--- config.mk ---
export PLATFORM = sky130hd
export DESIGN_NAME = avalon_block_reader
export DESIGN_NICKNAME = d
export VERILOG_FILES = /design/src/rtl/avalon_block_reader_pkg.sv /design/src/rtl/avalon_block_reader_fifo.sv /design/src/rtl/avalon_block_reader.sv
export SDC_FILE = /design/constraint.sdc
export NUM_CORES = 1
export LEC_CHECK = 0
export ABC_AREA = 1
export CAP_MARGIN = 5
export CORE_MARGIN = 5
export CORE_UTILIZATION = 49
export DETAILED_ROUTE_END_ITERATION = 10
export PLACE_DENSITY = 0.89
export SETUP_SLACK_MARGIN = 0.1
export SYNTH_ARGS = -nofsm -noshare
export SYNTH_HDL_FRONTEND = slang
export SYNTH_SLANG_ARGS = --single-unit
--- constraint.sdc ---
create_clock -name clk -period 2.7 [get_ports clk]
set_input_delay 0.675 -clock clk [delete_from_list [all_inputs] [get_ports clk]]
set_output_delay 0.675 -clock clk [all_outputs]
set_load 0.05 [all_outputs]
--- src/rtl/avalon_block_reader_pkg.sv ---
// Shared definitions for the Avalon block reader: FSM state encodings and
// output-buffer sizing. The buffer depth follows AVALON_READER_FIFO4_EN:
// defined -> 4-entry FIFO, undefined -> single-register buffer.
package avalon_block_reader_pkg;

  typedef enum logic [1:0] {
    S_IDLE    = 2'd0,
    S_EMITIR  = 2'd1,
    S_ESPERAR = 2'd2,
    S_FIN     = 2'd3
  } state_e;

`ifdef AVALON_READER_FIFO4_EN
  localparam int BUF_DEPTH = 4;
`else
  localparam int BUF_DEPTH = 1;
`endif

  // Occupancy counter width, wide enough to hold the value BUF_DEPTH itself.
  localparam int BUF_CNT_W = $clog2(BUF_DEPTH + 1);

endpackage

--- src/rtl/avalon_block_reader_fifo.sv ---
// reader_fifo: small synchronous FIFO holding words read from the slave until
// the downstream consumer takes them. Head word is presented combinationally
// from storage; a push and pop in the same cycle keep the occupancy constant.
module reader_fifo #(
  parameter  int WIDTH = 8,
  parameter  int DEPTH = 4,
  localparam int PTR_W = (DEPTH > 1) ? $clog2(DEPTH) : 1,
  localparam int CNT_W = $clog2(DEPTH + 1)
) (
  input  logic             clk,
  input  logic             reset_n,
  input  logic             push_i,
  input  logic [WIDTH-1:0] push_data_i,
  input  logic             pop_i,
  output logic [WIDTH-1:0] head_o,
  output logic             valid_o,
  output logic [CNT_W-1:0] count_o
);

  // Storage is sized to the full pointer range so every pointer value indexes
  // a real entry; pointers still wrap at DEPTH-1.
  localparam int MEM_N = 1 << PTR_W;

  logic [WIDTH-1:0] mem_q [MEM_N];
  logic [PTR_W-1:0] wr_ptr_q;
  logic [PTR_W-1:0] rd_ptr_q;
  logic [CNT_W-1:0] count_q;
  logic             push_ok_s;
  logic             pop_ok_s;

  function automatic logic [PTR_W-1:0] ptr_next(input logic [PTR_W-1:0] ptr);
    if (ptr == PTR_W'(DEPTH - 1)) begin
      return {PTR_W{1'b0}};
    end else begin
      return ptr + PTR_W'(1);
    end
  endfunction

  // Qualify push/pop so an empty pop or an overflowing push cannot corrupt state.
  always_comb begin
    pop_ok_s  = pop_i && (count_q != {CNT_W{1'b0}});
    push_ok_s = push_i && ((count_q != CNT_W'(DEPTH)) || pop_ok_s);
  end

  // Storage, pointers and occupancy update.
  always_ff @(posedge clk or negedge reset_n) begin
    if (!reset_n) begin
      for (int i = 0; i < MEM_N; i++) begin
        mem_q[i] <= {WIDTH{1'b0}};
      end
      wr_ptr_q <= {PTR_W{1'b0}};
      rd_ptr_q <= {PTR_W{1'b0}};
      count_q  <= {CNT_W{1'b0}};
    end else begin
      if (push_ok_s) begin
        mem_q[wr_ptr_q] <= push_data_i;
        wr_ptr_q        <= ptr_next(wr_ptr_q);
      end
      if (pop_ok_s) begin
        rd_ptr_q <= ptr_next(rd_ptr_q);
      end
      case ({push_ok_s, pop_ok_s})
        2'b10:   count_q <= count_q + CNT_W'(1);
        2'b01:   count_q <= count_q - CNT_W'(1);
        default: count_q <= count_q;
      endcase
    end
  end

  assign head_o  = mem_q[rd_ptr_q];
  assign valid_o = (count_q != {CNT_W{1'b0}});
  assign count_o = count_q;

endmodule

--- src/rtl/avalon_block_reader.sv ---
// avalon_block_reader: reads `cantidad` consecutive words starting at
// `direccion_base` through an Avalon master stage, one read outstanding at a
// time, and streams them out through reader_fifo with valid/ready handshake.
// Build option: AVALON_READER_FIFO4_EN selects a 4-entry output FIFO instead
// of a single-register buffer; the interface is unchanged.
module avalon_block_reader
  import avalon_block_reader_pkg::*;
#(
  parameter int DATA_BITS    = 8,
  parameter int ADDRESS_BITS = 5
) (
  input  logic                    clk,
  input  logic                    reset_n,
  input  logic                    iniciar,
  input  logic [ADDRESS_BITS-1:0] direccion_base,
  input  logic [ADDRESS_BITS-1:0] cantidad,
  output logic                    ocupado,
  output logic                    terminado,
  output logic                    leer,
  output logic                    escribir,
  output logic [ADDRESS_BITS-1:0] direccion,
  output logic [DATA_BITS-1:0]    datos_escribir,
  input  logic [DATA_BITS-1:0]    datos_leidos,
  input  logic                    transaccion_completada,
  output logic [DATA_BITS-1:0]    dato_salida,
  output logic                    dato_valido,
  input  logic                    dato_listo
);

  state_e                  state_q;
  logic                    leer_q;
  logic                    ocupado_q;
  logic                    terminado_q;
  logic [ADDRESS_BITS-1:0] direccion_q;
  logic [ADDRESS_BITS-1:0] restante_q;

  logic                    push_s;
  logic                    pop_s;
  logic [BUF_CNT_W-1:0]    fifo_count_s;
  logic [BUF_CNT_W-1:0]    fifo_count_d;
  logic                    slot_free_s;

  // A completion only counts while a read is outstanding; a pop is a handshake.
  always_comb begin
    push_s = (state_q == S_ESPERAR) && transaccion_completada;
    pop_s  = dato_valido && dato_listo;
  end

  // Occupancy after this edge, so the registered leer never overfills the buffer.
  always_comb begin
    fifo_count_d = fifo_count_s;
    if (push_s && !pop_s) begin
      fifo_count_d = fifo_count_s + BUF_CNT_W'(1);
    end else if (!push_s && pop_s) begin
      fifo_count_d = fifo_count_s - BUF_CNT_W'(1);
    end else begin
      fifo_count_d = fifo_count_s;
    end
    slot_free_s = (fifo_count_d < BUF_CNT_W'(BUF_DEPTH));
  end

  // Job FSM with registered leer/ocupado/terminado/direccion.
  always_ff @(posedge clk or negedge reset_n) begin
    if (!reset_n) begin
      state_q     <= S_IDLE;
      leer_q      <= 1'b0;
      ocupado_q   <= 1'b0;
      terminado_q <= 1'b0;
      direccion_q <= {ADDRESS_BITS{1'b0}};
      restante_q  <= {ADDRESS_BITS{1'b0}};
    end else begin
      case (state_q)
        S_IDLE: begin
          terminado_q <= 1'b0;
          leer_q      <= 1'b0;
          if (iniciar) begin
            direccion_q <= direccion_base;
            restante_q  <= cantidad;
            ocupado_q   <= 1'b1;
            if (cantidad == {ADDRESS_BITS{1'b0}}) begin
              state_q     <= S_FIN;
              terminado_q <= 1'b1;
            end else begin
              state_q <= S_EMITIR;
              leer_q  <= slot_free_s;
            end
          end else begin
            ocupado_q <= 1'b0;
          end
        end
        S_EMITIR: begin
          // leer_q high means the request is on the bus this cycle.
          if (leer_q) begin
            leer_q  <= 1'b0;
            state_q <= S_ESPERAR;
          end else begin
            leer_q <= slot_free_s;
          end
        end
        S_ESPERAR: begin
          if (transaccion_completada) begin
            direccion_q <= direccion_q + ADDRESS_BITS'(1);
            restante_q  <= restante_q - ADDRESS_BITS'(1);
            if (restante_q == ADDRESS_BITS'(1)) begin
              state_q     <= S_FIN;
              terminado_q <= 1'b1;
            end else begin
              state_q <= S_EMITIR;
              leer_q  <= slot_free_s;
            end
          end
        end
        S_FIN: begin
          // Buffered words keep draining on their own; the job is over.
          terminado_q <= 1'b0;
          ocupado_q   <= 1'b0;
          state_q     <= S_IDLE;
        end
        default: begin
          state_q     <= S_IDLE;
          leer_q      <= 1'b0;
          ocupado_q   <= 1'b0;
          terminado_q <= 1'b0;
        end
      endcase
    end
  end

  reader_fifo #(
    .WIDTH (DATA_BITS),
    .DEPTH (BUF_DEPTH)
  ) u_fifo (
    .clk         (clk),
    .reset_n     (reset_n),
    .push_i      (push_s),
    .push_data_i (datos_leidos),
    .pop_i       (pop_s),
    .head_o      (dato_salida),
    .valid_o     (dato_valido),
    .count_o     (fifo_count_s)
  );

  assign leer           = leer_q;
  assign ocupado        = ocupado_q;
  assign terminado      = terminado_q;
  assign direccion      = direccion_q;
  assign escribir       = 1'b0;
  assign datos_escribir = {DATA_BITS{1'b0}};

endmodule

==> qor.csv, run 1 <==
metric,value,unit
outcome,"finished, final reports clean",
p_comb_frac,0.623,
cts_buffers,3,
synthArstFlopShare,1.00,
rsz0062_at_grt,no,
clkPwrFrac,0.106,
met1_usage,0.205,
cts_root_buf,clkbuf_4,
dieArea,4250,µm²
synth_cell_types,22,
io_pins,49,
seqPwrFrac,0.271,
layout_min_cycle_time,2270,ps
max_freq,441,MHz
path_class,reg2out,
min_path_type,reg2reg,
ys_warn_count,0,
postRouteAntennaNets,0,
yosysTopAreaCell,dfrtp_1,
layout.nets,276,
clkLatencyLatePin,310,ps
placed_cells,273,
yosys-top-cells-area,"dfrtp_1 (40%), nand2_1 (19%), ha_1 (6.7%), nand3_1 (6.4%), buf_4 (4.5%)",
syn_avg_cell_area,7.31,µm²
synth.top_cells.by_count,"nand2_1 (74), dfrtp_1 (24), nand3_1 (19)",
grt_start_max_net_pins,25,
crit_slowest_cell,clkdlybuf4s50_1,
detail_route.wl_per_cell,11.6,µm
htreeDepth,1,
antennaDiodeCount,0,
cts_sinks,24,
cp_max_fo,6,
cts_tree,built,
finalHoldViolCount,0,
dieHeight,65.2,µm
switching_share,0.517,
arrival,1590,ps
path_clk_slew,140,ps
layout-drive-gt1-share,0.0861,
relSlewSlack,0.653,
dp_hpwl,2.51,mm
seqCellArea,601,µm²
portBuffers,39,
multi_input_area,746,µm²
synth-seq-cells,24,
powerDensity,1290,nW/µm²
post-route-period-util,0.841,
cp_top_family,buffers and inverters,
max-vdd-ir-drop,0.728,mV
drc,0,
hold_buffers,0,
dr.pass1.iters,4,
syn_inst,204,
setup_viol,0,
cts_setup_buffers,0,
grt_pass1_vias,1279,
coreArea,2980,µm²
grt_util_met3,0.0291,
instances_no_fill,277,
vias,1325,
synth_top_area_frac,0.403,
first_iter_violations,65,
tightestPinTransition,518,ps
viasPerCell,4.78,
start_util,0.501,
antenna_found_initial,0,
p_leak,1.01,nW
synth_flop_cell,dfrtp_1,
use_met2,0.281,
rows,20,
area.growth.synth_to_final,28.8,%
finalClockSkew,6.43,ps
p_int,1.20,mW
finalMaxSlewViolations,0,
ys_seq_area_frac,0.403,
grt.total_usage,0.162,
worstPathCellList,clkdlybuf4s50_1,
fillCellCount,247,
wl,3.21,mm
grt_pass1_wl,5.49,mm
critPathBufInv,1,
crit_path_end_kind,output port,
maxCapViolations,0,
die_w,65.2,µm
netSwitchingPower,1.28,mW
start_kind,register,
yosysMostFrequentCell,nand2_1,
fin_tns_setup,0,ps
ctsResizeCount,0,
critPathMaxStageDelay,830,ps
synth_edf_count,0,
overflow,0,
gp_congestion,0.880,
required,2030,ps
grt.busiest_layer,met2,
syn_area,1490,µm²
holdWs,491,ps
cts_buffer_depth,2,
-- metrics by stage --
step           cell area (µm²)  power, mW  setup slack (ps)  utilization
4_1_cts                   1920       2.49               421        0.645
3_3_place_gp              1870       2.19               709        0.627
6_report                  1920       2.48               430        0.645
3_5_place_dp              1870       2.23               660        0.627
2_1_floorplan             1520       1.83              1250            -
5_1_grt                   1920       2.70               368        0.645
-- area by class of cell --
cell class                 instances  share of cell area
multi-input combinational        155               0.388
sequential                        24               0.313
timing repair buffer              41               0.211
inverter                          20              0.0391
tap                               33              0.0215
clock inverter                     1              0.0156
clock buffer                       3              0.0117
-- metal layers --
layer,vias to the layer above,wire (µm)
li1,694,-
met1,595,1440
met2,34,1550
met3,2,204
met4,0,20
met5,-,0
-- sequential cells by signal (all words and copies together) (netlist names) --
signal / count
restante_q: 5
leer: 1
state_q: 2
direccion: 5
terminado: 1
ocupado: 1
u_fifo.mem_q: 8
u_fifo.count_o: 1
-- power by group through the flow --
stage | logic, mW | clock network (mW) | registers, mW
2_1_floorplan | 0.776 | 0 | 1.05
3_3_place_gp | 1.51 | 0 | 0.675
3_5_place_dp | 1.55 | 0 | 0.677
4_1_cts | 1.55 | 0.268 | 0.672
5_1_grt | 1.71 | 0.287 | 0.702
6_report | 1.54 | 0.262 | 0.673
-- kinds of logic (layout without fill, tap and decap cells) --
family	after synthesis	in the layout	synth area share
compound gates	17	17	0.0612
xor+xnor	2	2	0.0117
fa+ha+maj	8	8	0.0671
buf+inv	33	65	0.117
flops	24	24	0.403
other cells	1	9	0.00251
simple gates	119	119	0.337
-- cell usage in the layout (no fill, tap or decap), types with 2 or more instances in the layout --
cell type	instances
nor2_2	3
o21ai_0	11
xor2_1	2
nand2_1	74
nor2_1	15
conb_1	9
inv_2	4
nand2_2	5
ha_1	8
clkdlybuf4s50_1	39
a21oi_1	3
inv_1	16
dfrtp_1	24
nand3_1	19
buf_4	2
clkbuf_4	3
-- final timing paths --
check | from | cells after the start | slack [ps] | end
setup / recovery | direccion[2] | 1 | 430 | direccion[2]
hold / removal | u_fifo.mem_q[11] | 2 | 490 | u_fifo.mem_q[11]
setup reg to reg | state_q[0] | 9 | 870 | restante_q[4]
hold reg to reg | u_fifo.mem_q[11] | 2 | 490 | u_fifo.mem_q[11]
max in group asynchronous | reset_n | 2 | 1750 | restante_q[3]
min in group asynchronous | reset_n | 2 | 700 | direccion[2]
Power figures use the tool's default switching activity.
==> run 2, diff against run 1 <==
CORE_UTILIZATION = 41   (was 49)
PLACE_DENSITY = 0.8   (was 0.89)
clock period = 1.8 ns   (was 2.7 ns; I/O delays follow)
==> qor.csv, run 2 (synthesized netlist as in run 1, its figures left out) <==
metric,value,unit
worstPathCellList,inv_1 -> ha_2 -> buf_4 -> nand3_1 -> nand2_1 -> nor2_1 -> nand2_1 -> nand2_1,
drc,0,
finalHoldViolCount,0,
gp_congestion,0.790,
outcome,"finished, final reports clean",
layout_common_cells,"nand2_1 (74), dfrtp_1 (24), buf_4 (23)",
crit_slowest_cell,dfrtp_1,
cts_buffer_depth,2,
post-route-period-util,0.863,
placed_cells,292,
layout_min_cycle_time,1550,ps
dr.pass1.iters,4,
area.growth.synth_to_final,28.3,%
vias,1345,
cts_tree,built,
clkLatencyLatePin,310,ps
crit_top_cell,nand2_1,
antennaDiodeCount,0,
setup_viol,0,
fillCellCount,358,
use_met2,0.222,
clkPwrFrac,0.078,
start_util,0.417,
p_leak,1.04,nW
max_freq,644,MHz
crit_path_end_kind,register,
start_kind,register,
rsz0062_at_grt,no,
grt_util_met3,0.0230,
worst-r2r-cell-count,8,
viasPerCell,4.54,
seqCellArea,601,µm²
met1_usage,0.167,
coreArea,3580,µm²
instances_no_fill,296,
wl,3.21,mm
postRouteAntennaNets,0,
layout.nets,280,
htreeDepth,1,
first_iter_violations,35,
grt_pass1_vias,1267,
dp_hpwl,2.52,mm
cp_max_fo,14,
antenna_found_initial,0,
min_path_type,in2async,
grt_start_max_net_pins,25,
grt_pass1_wl,5.36,mm
detail_route.wl_per_cell,10.8,µm
p_comb_frac,0.644,
max-vdd-ir-drop,0.894,mV
critPathBufInv,2,
dieHeight,70.3,µm
cts_buffers,3,
regMostFlops,u_fifo.mem_q,
finalMaxSlewViolations,0,
multi_input_area,748,µm²
path_class,reg2reg,
critPathMaxStageDelay,420,ps
arrival,1770,ps
portBuffers,39,
cp_num_cells,8,
cts_root_buf,clkbuf_4,
required,2020,ps
maxCapViolations,0,
r2r_slack,250,ps
grt.busiest_layer,met2,
die_w,70.3,µm
rows,22,
seqPwrFrac,0.278,
p_int,1.68,mW
cp_top_family,flip-flops,
ctsResizeCount,0,
fin_tns_setup,0,ps
netSwitchingPower,1.92,mW
overflow,0,
cts_setup_buffers,0,
finalClockSkew,1.56,ps
powerDensity,1890,nW/µm²
layout-drive-gt1-share,0.173,
hold_buffers,0,
cts_sinks,24,
dieArea,4940,µm²
path_clk_slew,130,ps
io_pins,49,
switching_share,0.533,
grt.total_usage,0.128,
final_common_cell,nand2_1,
largest_register_ffs,8,
## run 2: path summary, 6_finish.rpt
kind,to,from
setup reg to reg,leer,state_q[0]
hold / removal,restante_q[4],reset_n
setup / recovery,leer,state_q[0]
min in group clk,u_fifo.mem_q[8],u_fifo.mem_q[8]
max in group asynchronous,u_fifo.mem_q[9],reset_n
hold reg to reg,u_fifo.mem_q[8],u_fifo.mem_q[8]
## run 2: cell type report
type / count / area share
Tap cell: 48 / 0.0314
Sequential cell: 24 / 0.314
Timing Repair Buffer: 45 / 0.205
Multi-Input combinational cell: 155 / 0.391
Inverter: 20 / 0.0392
Clock buffer: 4 / 0.0190
## run 2: per-layer routing
layer / vias to the layer above / wire [µm]
li1: 703 / -
met1: 603 / 1470
met2: 37 / 1550
met3: 2 / 185
met4: 0 / 10
met5: - / 0
## run 2: power groups by stage
stage	sequential, mW	clock [mW]	combinational (mW)
floorplan	1.58	0	1.16
global placement	1.01	0	2.28
detailed placement	1.02	0	2.33
CTS	1.00	0.301	2.34
global route	1.04	0.319	2.56
finish	1.00	0.282	2.32
## run 2: metrics by stage
step / setup slack [ps] / power, mW / hold WS [ps] / cell area [µm²] / utilization
2_1_floorplan: 351 / 2.74 / 154 / 1520 / -
3_3_place_gp: 118 / 3.29 / 463 / 1870 / 0.524
3_5_place_dp: 88.8 / 3.35 / 465 / 1870 / 0.524
4_1_cts: 175 / 3.65 / 474 / 1910 / 0.534
5_1_grt: 139 / 3.92 / 492 / 1910 / 0.535
6_report: 247 / 3.61 / 479 / 1910 / 0.535
==> run 3, diff against run 2 <==
MAX_ROUTING_LAYER = met4   (was unset)
==> results of run 3 <==
Same layout as run 2: the final DEF is identical, and so are final timing and power.
Main changes from that run: final weighted congestion in routability-driven placement 0.790 -> 0.801; overall routing resource usage 0.128 -> 0.132
